$ cat src/rtl/sys_arr_pkg.sv
// sys_arr_pkg: shared types and constants for the systolic array sequencer.
package sys_arr_pkg;

  localparam int DATA_W = 8;
  localparam int ACC_W  = 16;

  typedef enum logic [2:0] {
    IDLE,
    LOAD,
    CLEAR,
    FEED,
    FLUSH,
    DONE
  } state_t;

  // Bit offset of C[i][j] in the packed result; C[0][0] sits in the top slice.
  function automatic int c_off(input int i, input int j, input int m);
    return ACC_W * (m * m - 1 - (i * m + j));
  endfunction

endpackage

$ cat src/rtl/sys_arr_skew.sv
// sys_arr_skew: combinational diagonal skew of the A/B buffers for feed step t.
// Lane i of a_vec carries A[i][t-i] and lane j of b_vec carries B[t-j][j];
// lanes whose index falls outside 0..M-1 carry zero padding.
module sys_arr_skew
  import sys_arr_pkg::*;
#(
  parameter int M   = 3,
  parameter int T_W = 3
) (
  input  logic [DATA_W*M-1:0] a_buf [M],
  input  logic [DATA_W*M-1:0] b_buf [M],
  input  logic [T_W-1:0]      t,
  output logic [DATA_W*M-1:0] a_vec,
  output logic [DATA_W*M-1:0] b_vec
);

  // Lane i picks element k of its row/column where i + k equals the step.
  always_comb begin
    a_vec = '0;
    b_vec = '0;
    for (int i = 0; i < M; i++) begin
      for (int k = 0; k < M; k++) begin
        if (int'(t) == i + k) begin
          a_vec[DATA_W*i +: DATA_W] = a_buf[i][DATA_W*k +: DATA_W];
          b_vec[DATA_W*i +: DATA_W] = b_buf[i][DATA_W*k +: DATA_W];
        end
      end
    end
  end

endmodule

$ cat src/rtl/sys_arr_ctrl.sv
// sys_arr_ctrl: load / clear / feed / flush sequencer that owns an MxM systolic
// array. Optional build macro SYS_ARR_CTRL_PERF_EN adds perf_cycles/perf_jobs.
// Handshakes (ld_vld/ld_rdy, res_vld/res_rdy): a beat transfers on a rising CLK
// edge where valid and ready are both high; res_vld and res_c stay stable until
// that edge, and neither side may make ready depend combinationally on valid.
module sys_arr_ctrl
  import sys_arr_pkg::*;
#(
  parameter int M      = 3,
  parameter int PE_LAT = 1
) (
  input  logic                 CLK,
  input  logic                 rst,
  input  logic                 ld_vld,
  output logic                 ld_rdy,
  input  logic [DATA_W*M-1:0]  ld_a_row,
  input  logic [DATA_W*M-1:0]  ld_b_col,
  output logic                 arr_rst,
  output logic                 arr_vld_in,
  output logic                 arr_rdy_out,
  output logic [DATA_W*M-1:0]  arr_a,
  output logic [DATA_W*M-1:0]  arr_b,
  input  logic [ACC_W*M*M-1:0] arr_c,
  output logic                 res_vld,
  input  logic                 res_rdy,
  output logic [ACC_W*M*M-1:0] res_c,
`ifdef SYS_ARR_CTRL_PERF_EN
  output logic [31:0]          perf_cycles,
  output logic [15:0]          perf_jobs,
`endif
  output state_t               dbg_state
);

  localparam int K_W    = (M > 1) ? $clog2(M) : 1;
  localparam int T_W    = $clog2(3 * M - 1);
  localparam int F_W    = (PE_LAT > 1) ? $clog2(PE_LAT) : 1;
  localparam int T_LAST = 3 * M - 3;

  state_t                state;
  logic [K_W-1:0]        k_cnt;
  logic [T_W-1:0]        t_cnt;
  logic [F_W-1:0]        f_cnt;
  logic                  clr_q;
  logic [DATA_W*M-1:0]   a_buf [M];
  logic [DATA_W*M-1:0]   b_buf [M];
  logic [T_W-1:0]        t_sel;
  logic [DATA_W*M-1:0]   skew_a;
  logic [DATA_W*M-1:0]   skew_b;

  assign dbg_state = state;
  assign arr_rst   = rst | clr_q;

  // Outputs are registered, so the skew is computed for the step about to be
  // presented: step 0 while leaving CLEAR, step t+1 while in FEED step t.
  assign t_sel = (state == FEED) ? t_cnt + T_W'(1) : '0;

  sys_arr_skew #(
    .M   (M),
    .T_W (T_W)
  ) u_skew (
    .a_buf (a_buf),
    .b_buf (b_buf),
    .t     (t_sel),
    .a_vec (skew_a),
    .b_vec (skew_b)
  );

  // Operand buffers: row k of A and column k of B captured on load beat k.
  always_ff @(posedge CLK) begin
    if (ld_vld && ld_rdy) begin
      a_buf[k_cnt] <= ld_a_row;
      b_buf[k_cnt] <= ld_b_col;
    end
  end

  // Sequencer FSM with all control and array-side outputs registered.
  always_ff @(posedge CLK) begin
    if (rst) begin
      state       <= IDLE;
      k_cnt       <= '0;
      t_cnt       <= '0;
      f_cnt       <= '0;
      clr_q       <= 1'b0;
      ld_rdy      <= 1'b0;
      arr_vld_in  <= 1'b0;
      arr_rdy_out <= 1'b0;
      arr_a       <= '0;
      arr_b       <= '0;
      res_vld     <= 1'b0;
      res_c       <= '0;
    end else begin
      case (state)
        IDLE: begin
          state  <= LOAD;
          ld_rdy <= 1'b1;
          k_cnt  <= '0;
        end
        LOAD: begin
          if (ld_vld) begin
            if (k_cnt == K_W'(M - 1)) begin
              state  <= CLEAR;
              ld_rdy <= 1'b0;
              clr_q  <= 1'b1;
              k_cnt  <= '0;
            end else begin
              k_cnt <= k_cnt + K_W'(1);
            end
          end
        end
        CLEAR: begin
          clr_q       <= 1'b0;
          state       <= FEED;
          t_cnt       <= '0;
          arr_vld_in  <= 1'b1;
          arr_rdy_out <= 1'b1;
          arr_a       <= skew_a;
          arr_b       <= skew_b;
        end
        FEED: begin
          if (t_cnt == T_W'(T_LAST)) begin
            state <= FLUSH;
            f_cnt <= '0;
            arr_a <= '0;
            arr_b <= '0;
          end else begin
            t_cnt <= t_cnt + T_W'(1);
            arr_a <= skew_a;
            arr_b <= skew_b;
          end
        end
        FLUSH: begin
          if (f_cnt == F_W'(PE_LAT - 1)) begin
            state       <= DONE;
            res_c       <= arr_c;
            res_vld     <= 1'b1;
            arr_vld_in  <= 1'b0;
            arr_rdy_out <= 1'b0;
          end else begin
            f_cnt <= f_cnt + F_W'(1);
          end
        end
        DONE: begin
          if (res_rdy) begin
            res_vld <= 1'b0;
            state   <= LOAD;
            ld_rdy  <= 1'b1;
            k_cnt   <= '0;
          end
        end
        default: state <= IDLE;
      endcase
    end
  end

`ifdef SYS_ARR_CTRL_PERF_EN
  logic [31:0] run_cnt;

  // Job timing: run_cnt restarts on entry to LOAD; its final value plus the
  // current cycle is published when DONE is entered. Jobs count handshakes.
  always_ff @(posedge CLK) begin
    if (rst) begin
      run_cnt     <= '0;
      perf_cycles <= '0;
      perf_jobs   <= '0;
    end else begin
      if (state == IDLE || (state == DONE && res_rdy)) begin
        run_cnt <= '0;
      end else if (state != DONE && run_cnt != '1) begin
        run_cnt <= run_cnt + 32'd1;
      end
      if (state == FLUSH && f_cnt == F_W'(PE_LAT - 1)) begin
        perf_cycles <= (run_cnt == '1) ? run_cnt : run_cnt + 32'd1;
      end
      if (res_vld && res_rdy) begin
        perf_jobs <= perf_jobs + 16'd1;
      end
    end
  end
`endif

endmodule

$ cat config.mk
export PLATFORM = sky130hd
export DESIGN_NAME = sys_arr_ctrl
export DESIGN_NICKNAME = d
export VERILOG_FILES = /design/src/rtl/sys_arr_pkg.sv /design/src/rtl/sys_arr_skew.sv /design/src/rtl/sys_arr_ctrl.sv
export SDC_FILE = /design/constraint.sdc
export NUM_CORES = 1
export LEC_CHECK = 0
export BUFFER_PORTS_ARGS = -buffer_cell sky130_fd_sc_hd__buf_2
export CAP_MARGIN = 30
export CORE_AREA = 2 2 196 198
export DETAILED_ROUTE_END_ITERATION = 7
export DIE_AREA = 0 0 198 200
export PLACE_DENSITY_LB_ADDON = 0.3
export SETUP_SLACK_MARGIN = 0.5
export SYNTH_ARGS = -nofsm -noshare
export SYNTH_HDL_FRONTEND = slang
export SYNTH_SLANG_ARGS = --single-unit
$ cat constraint.sdc
create_clock -name CLK -period 13.05 [get_ports CLK]
set_clock_uncertainty 0.2 [all_clocks]
set_input_delay 0 -clock CLK [delete_from_list [all_inputs] [get_ports CLK]]
set_output_delay 0 -clock CLK [all_outputs]
set_load 0.005 [all_outputs]
==> results of run 1 <==
[cell families after synthesis]
group	Yosys count
fa+ha+maj	2
buf+inv	109
compound gates	293
mux	2
simple gates	494
flops	348
xor+xnor	1
[layout make-up]
type | instances | share of cell area
Multi-Input combinational cell | 792 | 0.2083
Inverter | 18 | 0.003514
Sequential cell | 348 | 0.4373
Timing Repair Buffer | 680 | 0.2526
Tap cell | 511 | 0.03325
Clock buffer | 52 | 0.05648
Clock inverter | 16 | 0.008589
[what timing repair did]
action | 4_1_cts | 5_1_grt
hold buffers | 271 | 0
gates resized for setup | 0 | 0
endpoints found under the setup margin | 0 | 0
hold endpoints to repair | 315 | 0
[power by group through the flow]
stage	Clock [mW]	Sequential [mW]	Combinational (mW)
after global placement	0	1.17	0.0641
after detailed placement	0	1.17	0.0648
after floorplan	0	1.17	0.0192
final	1.08	1.14	0.121
after global routing	1.15	1.14	0.129
after CTS	1.10	1.14	0.118
[worst max-delay path, stage by stage, from the launching register on]
cell and delay [ns]:
dfxtp_1 0.91, inv_1 0.17, ha_1 0.37, nor2_2 0.48, nand3_1 0.82, o211ai_1 0.45, a21oi_1 0.11
[through the flow]
step                power, mW  instances    util  cell area, sq um  worst slack, ns
floorplan               1.187       1249       -             12920            8.318
global placement        1.231       2074  0.4058             15180            9.380
detailed placement      1.232       2075  0.4064             15200            9.309
CTS                     2.363       2414  0.5124             19160            9.295
global route            2.422       2417  0.5141             19230            9.007
finish                  2.340       2417  0.5141             19230            9.375
[metal layers]
layer / up-vias / GRT usage / part of all wire
li1: 5609 / - / -
met1: 5535 / 0.2381 / 0.39
met2: 450 / 0.3632 / 0.49
met3: 116 / 0.04570 / 0.063
met4: 0 / 0.1195 / 0.056
met5: - / 0 / 0
[state kept, by name (all words and copies together), names as in the netlist]
signal	cells
res_c	144
arr_a	24
b_buf	72
arr_b	24
t_cnt	3
k_cnt	2
a_buf	72
clr_q	1
res_vld	1
dbg_state	3
arr_rdy_out	1
ld_rdy	1
[worst paths after layout]
| check | start | to | cells past startpoint |
|---|---|---|---|
| worst max-delay path | t_cnt[0] | arr_a[8] | 6 |
| worst min-delay path | ld_a_row[19] | a_buf[43] | 2 |
| worst max register to register | t_cnt[0] | arr_a[8] | 6 |
| worst min register to register | res_c[13] | res_c[13] | 2 |
[synth_stat cells, types with 2 or more instances]
master | instances | area, sq um
buf_4 | 13 | 97.59
a21oi_1 | 154 | 770.7
edfxtp_1 | 144 | 4324
inv_1 | 18 | 67.56
nand2_1 | 343 | 1287
o22ai_1 | 16 | 100.1
nor2_1 | 41 | 153.9
o21ai_1 | 8 | 40.04
ha_1 | 2 | 25.02
clkbuf_1 | 31 | 116.4
a311oi_1 | 16 | 140.1
nor2b_1 | 37 | 231.5
and3_1 | 17 | 106.4
clkbuf_2 | 2 | 10.01
nand3_1 | 2 | 10.01
o31ai_1 | 17 | 127.6
nor3_1 | 17 | 85.08
a22oi_1 | 3 | 22.52
buf_6 | 6 | 67.56
nor3b_1 | 2 | 15.01
nand2b_1 | 20 | 125.1
dfxtp_1 | 204 | 4084
o21ai_0 | 41 | 205.2
and3b_1 | 2 | 17.52
a221oi_1 | 2 | 17.52
a32oi_1 | 31 | 271.5
buf_1 | 3 | 11.26
mux2i_1 | 2 | 20.02
buf_2 | 36 | 180.2
==> results.cfg, run 1 <==
[outcome]
outcome = finished, final reports clean

[clock_network]
path_clk_slew_ns = 0.06
root_buffer = clkbuf_16
clockBufferDepth = 3
cts.sinks = 348
cts_buffers = 38
clock_latency_ns = 0.54
cts_setup_buffers = 0
cts.htree.levels = 2
cts_tree = done

[logic_synthesis]
yosysWarningCount = 0
synth_top_family_by_area = simple AND/OR/NAND/NOR gates
synthSimpleGateAreaFrac = 0.1673
postSynthCellCount = 1249
synth_compound_area_frac = 0.1344
synth_fa_ha_area_frac = 0.001937
postSynth.asyncResetShare = 0
synth_area_sq_mm = 0.01292
ys_seq_area_frac = 0.6509
synthXorXnorAreaFrac = 0.001259
syn-num-nets = 1447
muxShareOfSynthArea = 0.001550
yosysUniqueCellTypes = 48
avgSynthCellArea_sq_um = 10.34
synthFlopType = dfxtp_1
synth_edf_count = 144
ys_ff_latch = 348

[die]
start_util = 0.3454
dieArea_sq_mm = 0.03960
fp.dieH_microns = 200
pin_count = 396
rows = 71
core_area_sq_mm = 0.03740
die_w_microns = 198

[cells_and_area]
multi_input_area_sq_mm = 0.004005
syn_to_final_growth_pct = 48.86
fillCellCount = 3264
final_common_cell = buf_2
seq_area_sq_mm = 0.008408
drive_gt1_frac = 0.2545
nets = 2076
mostFrequentLayoutCells = buf_2 (394), nand2_1 (343), dlygate4sd3_1 (271)
n_antenna_cell = 0

[global_routing]
grt_max_degree = 99
antenna_found_initial = 0
grt_remaining_overflow = 0
grt_pass1_vias = 11270
grt_pass1_wl_mm = 62.96
grtUsageTotal = 0.2086

[hold_path]
hold_path.class = input pin to flop

[route]
drc = 0
vias_per_cell = 4.845
ant_nets = 0
drt_wl_total_mm = 43.30
wl_per_cell_microns = 17.92
dr.pass1.iters = 4
first_iter_violations = 702
vias = 11710

[placed_design]
post-dp-hpwl_mm = 26.30
io_buffers = 395
place.gp.congestion = 0.7972

[sta]
final_max_slew_viol_count = 0
finalSetupViolations = 0
max_freq_ghz = 0.2721
rsz0062_at_grt = no
hold_violations = 0
slew_headroom = 0.3339
fin_setup_tns_ns = 0
fin_hold_ws_ns = 0.02066
tightest_slew_ns = 0.9991
finalCritPeriodShare = 0.2816
finalCriticalPeriod_ns = 3.675

[critical_path]
crit_type = flop to flop
critPathLaunchType = flop
endpoint_kind = flop
worst-path-max-fanout = 24
arrival_ns = 3.86
cp_data_required_time_ns = 13.24
ff2ff_setup_slack_ns = 9.37

[power_and_ir_drop]
ir_drop_mv = 0.08374
p_sw_mw = 0.4854
p_leak_nw = 7.816
p_int_mw = 1.855
power_frac_seq = 0.489
swShare = 0.2074
p_clk_frac = 0.460
p_comb_frac = 0.052
p_per_area_mw_per_mm2 = 121.7

[flow_run]
max_cap_viol_count = 0
(Power assumes the default switching activity.)
==> inputs of run 2 (changes only) <==
- clock period: 13.05 -> 3 ns (I/O delays scaled with it)
==> results.cfg, run 2 (same netlist as run 1, synthesis figures left out) <==
[power_and_ir_drop]
p_leak_nw = 7.486
totalPowerFinal_mw = 10.26
p_per_area_mw_per_mm2 = 547.1
ir_drop_mv = 0.4804

[critical_path]
worst-path-max-fanout = 23
slowest_delay_ns = 0.45
critPathLaunchType = flop
cp_data_required_time_ns = 3.20
path_cells = buf_6, inv_1, ha_2, nor2_2, buf_4, and3_1, a311oi_1, o31ai_1
cp_slowest_cell = ha_2
endpoint_kind = flop
crit_type = flop to flop
arrival_ns = 2.64

[die]
start_util = 0.3454
fp.dieH_microns = 200
pin_count = 396
die_w_microns = 198
dieArea_sq_mm = 0.03960
rows = 71
core_area_sq_mm = 0.03740

[sta]
slew_headroom = 0.5109
finalSetupViolations = 0
max_freq_ghz = 0.4110
rsz0062_at_grt = no
fin_setup_tns_ns = 0
finalCritPeriodShare = 0.8111
tightest_slew_ns = 0.7336
hold_violations = 0
finalCriticalPeriod_ns = 2.433
final_max_slew_viol_count = 0

[cells_and_area]
syn_to_final_growth_pct = 45.15
nets = 2021
top_regs = res_c (144), a_buf (72), b_buf (72)
drive_gt1_frac = 0.2749
largest_reg_flops = 144
final_common_cell = buf_2
fillCellCount = 3307
registers.top_by_ff_count = res_c
mostFrequentLayoutCells = buf_2 (394), nand2_1 (343), dfxtp_1 (204)

[global_routing]
met2_usage = 0.3700
grt_pass1_vias = 11240
grt_pass1_wl_mm = 63.21
use_met3 = 0.04251
grt.busiest_layer = met2
grt_max_degree = 88
met1_usage = 0.2363
antenna_found_initial = 2
grtUsageTotal = 0.2085
grt_remaining_overflow = 0

[clock_network]
cts_tree = done
clock_latency_ns = 0.52
cts.htree.levels = 2
root_buffer = clkbuf_16
path_clk_slew_ns = 0.06
clockBufferDepth = 3
cts.sinks = 348
cts_buffers = 39

[route]
vias_per_cell = 4.859
first_iter_violations = 546
drc = 0
wl_per_cell_microns = 18.19
ant_nets = 0
vias = 11480
drt_wl_total_mm = 42.95
dr.pass1.iters = 5

[placed_design]
place.gp.congestion = 0.8252
post-dp-hpwl_mm = 27.87
io_buffers = 395

[hold_path]
hold_path.class = input pin to flop

[flow_run]
max_cap_viol_count = 0

[outcome]
outcome = finished, final reports clean
[run 2: layer usage]
metal / vias to the layer above / share of wire
met3: 117 / 0.066
met5: - / 0
li1: 5481 / -
met4: 0 / 0.051
met1: 5432 / 0.39
met2: 446 / 0.49
[run 2: what timing repair did]
action                     CTS  global route
resized for setup            4             4
hold endpoints to repair   326             0
hold buffers               196             0
pin swaps                    1             2
setup buffers                1             4
setup endpoints to repair   31            29
[run 2: worst paths after layout]
kind	startpoint	end	slack [ns]	depth (start not counted)
min reg2reg	res_c[33]	res_c[33]	0.25	2
max	t_cnt[0]	arr_b[21]	0.57	8
max reg2reg	t_cnt[0]	arr_b[21]	0.57	8
min	ld_a_row[19]	a_buf[43]	0.02	2
[run 2: area by class of cell]
class	count	area (sq um)	share of cell area
tap	511	639.4	0.03410
sequential	348	8408	0.4484
timing repair buffer	624	4309	0.2298
clock inverter	16	187.7	0.01001
antenna	3	7.507	0.0004004
inverter	18	67.56	0.003604
multi-input combinational	792	4040	0.2155
clock buffer	50	1090	0.05813
[run 2: report_power, final]
part | leakage, nW | internal, mW | switching [mW]
clock network | 0.626 | 2.90 | 1.88
registers | 2.95 | 4.96 | 0.0182
logic | 3.91 | 0.285 | 0.208
total | 7.49 | 8.15 | 2.11
[run 2: stage by stage]
step	setup WS (ns)	area (sq um)	cells	utilization	hold slack (ns)
floorplan	0.5189	12940	1249	-	-0.1011
global placement	0.4886	15410	2092	0.4121	0.01329
detailed placement	0.4029	15410	2092	0.4121	0.01678
CTS	0.5508	18680	2355	0.4994	0.0004432
global route	0.5129	18750	2361	0.5013	0.01838
finish	0.5668	18750	2362	0.5013	0.02426
[run 2: critical path: cells and delay by family, from the launching register on]
family                     cells  cell delay [ns]
and+or+nand+nor                2             0.28
DFF                            1             0.35
adders and majority gates      1             0.45
buffers and inverters          3             0.59
AOI/OAI and AO/OA              2             0.43
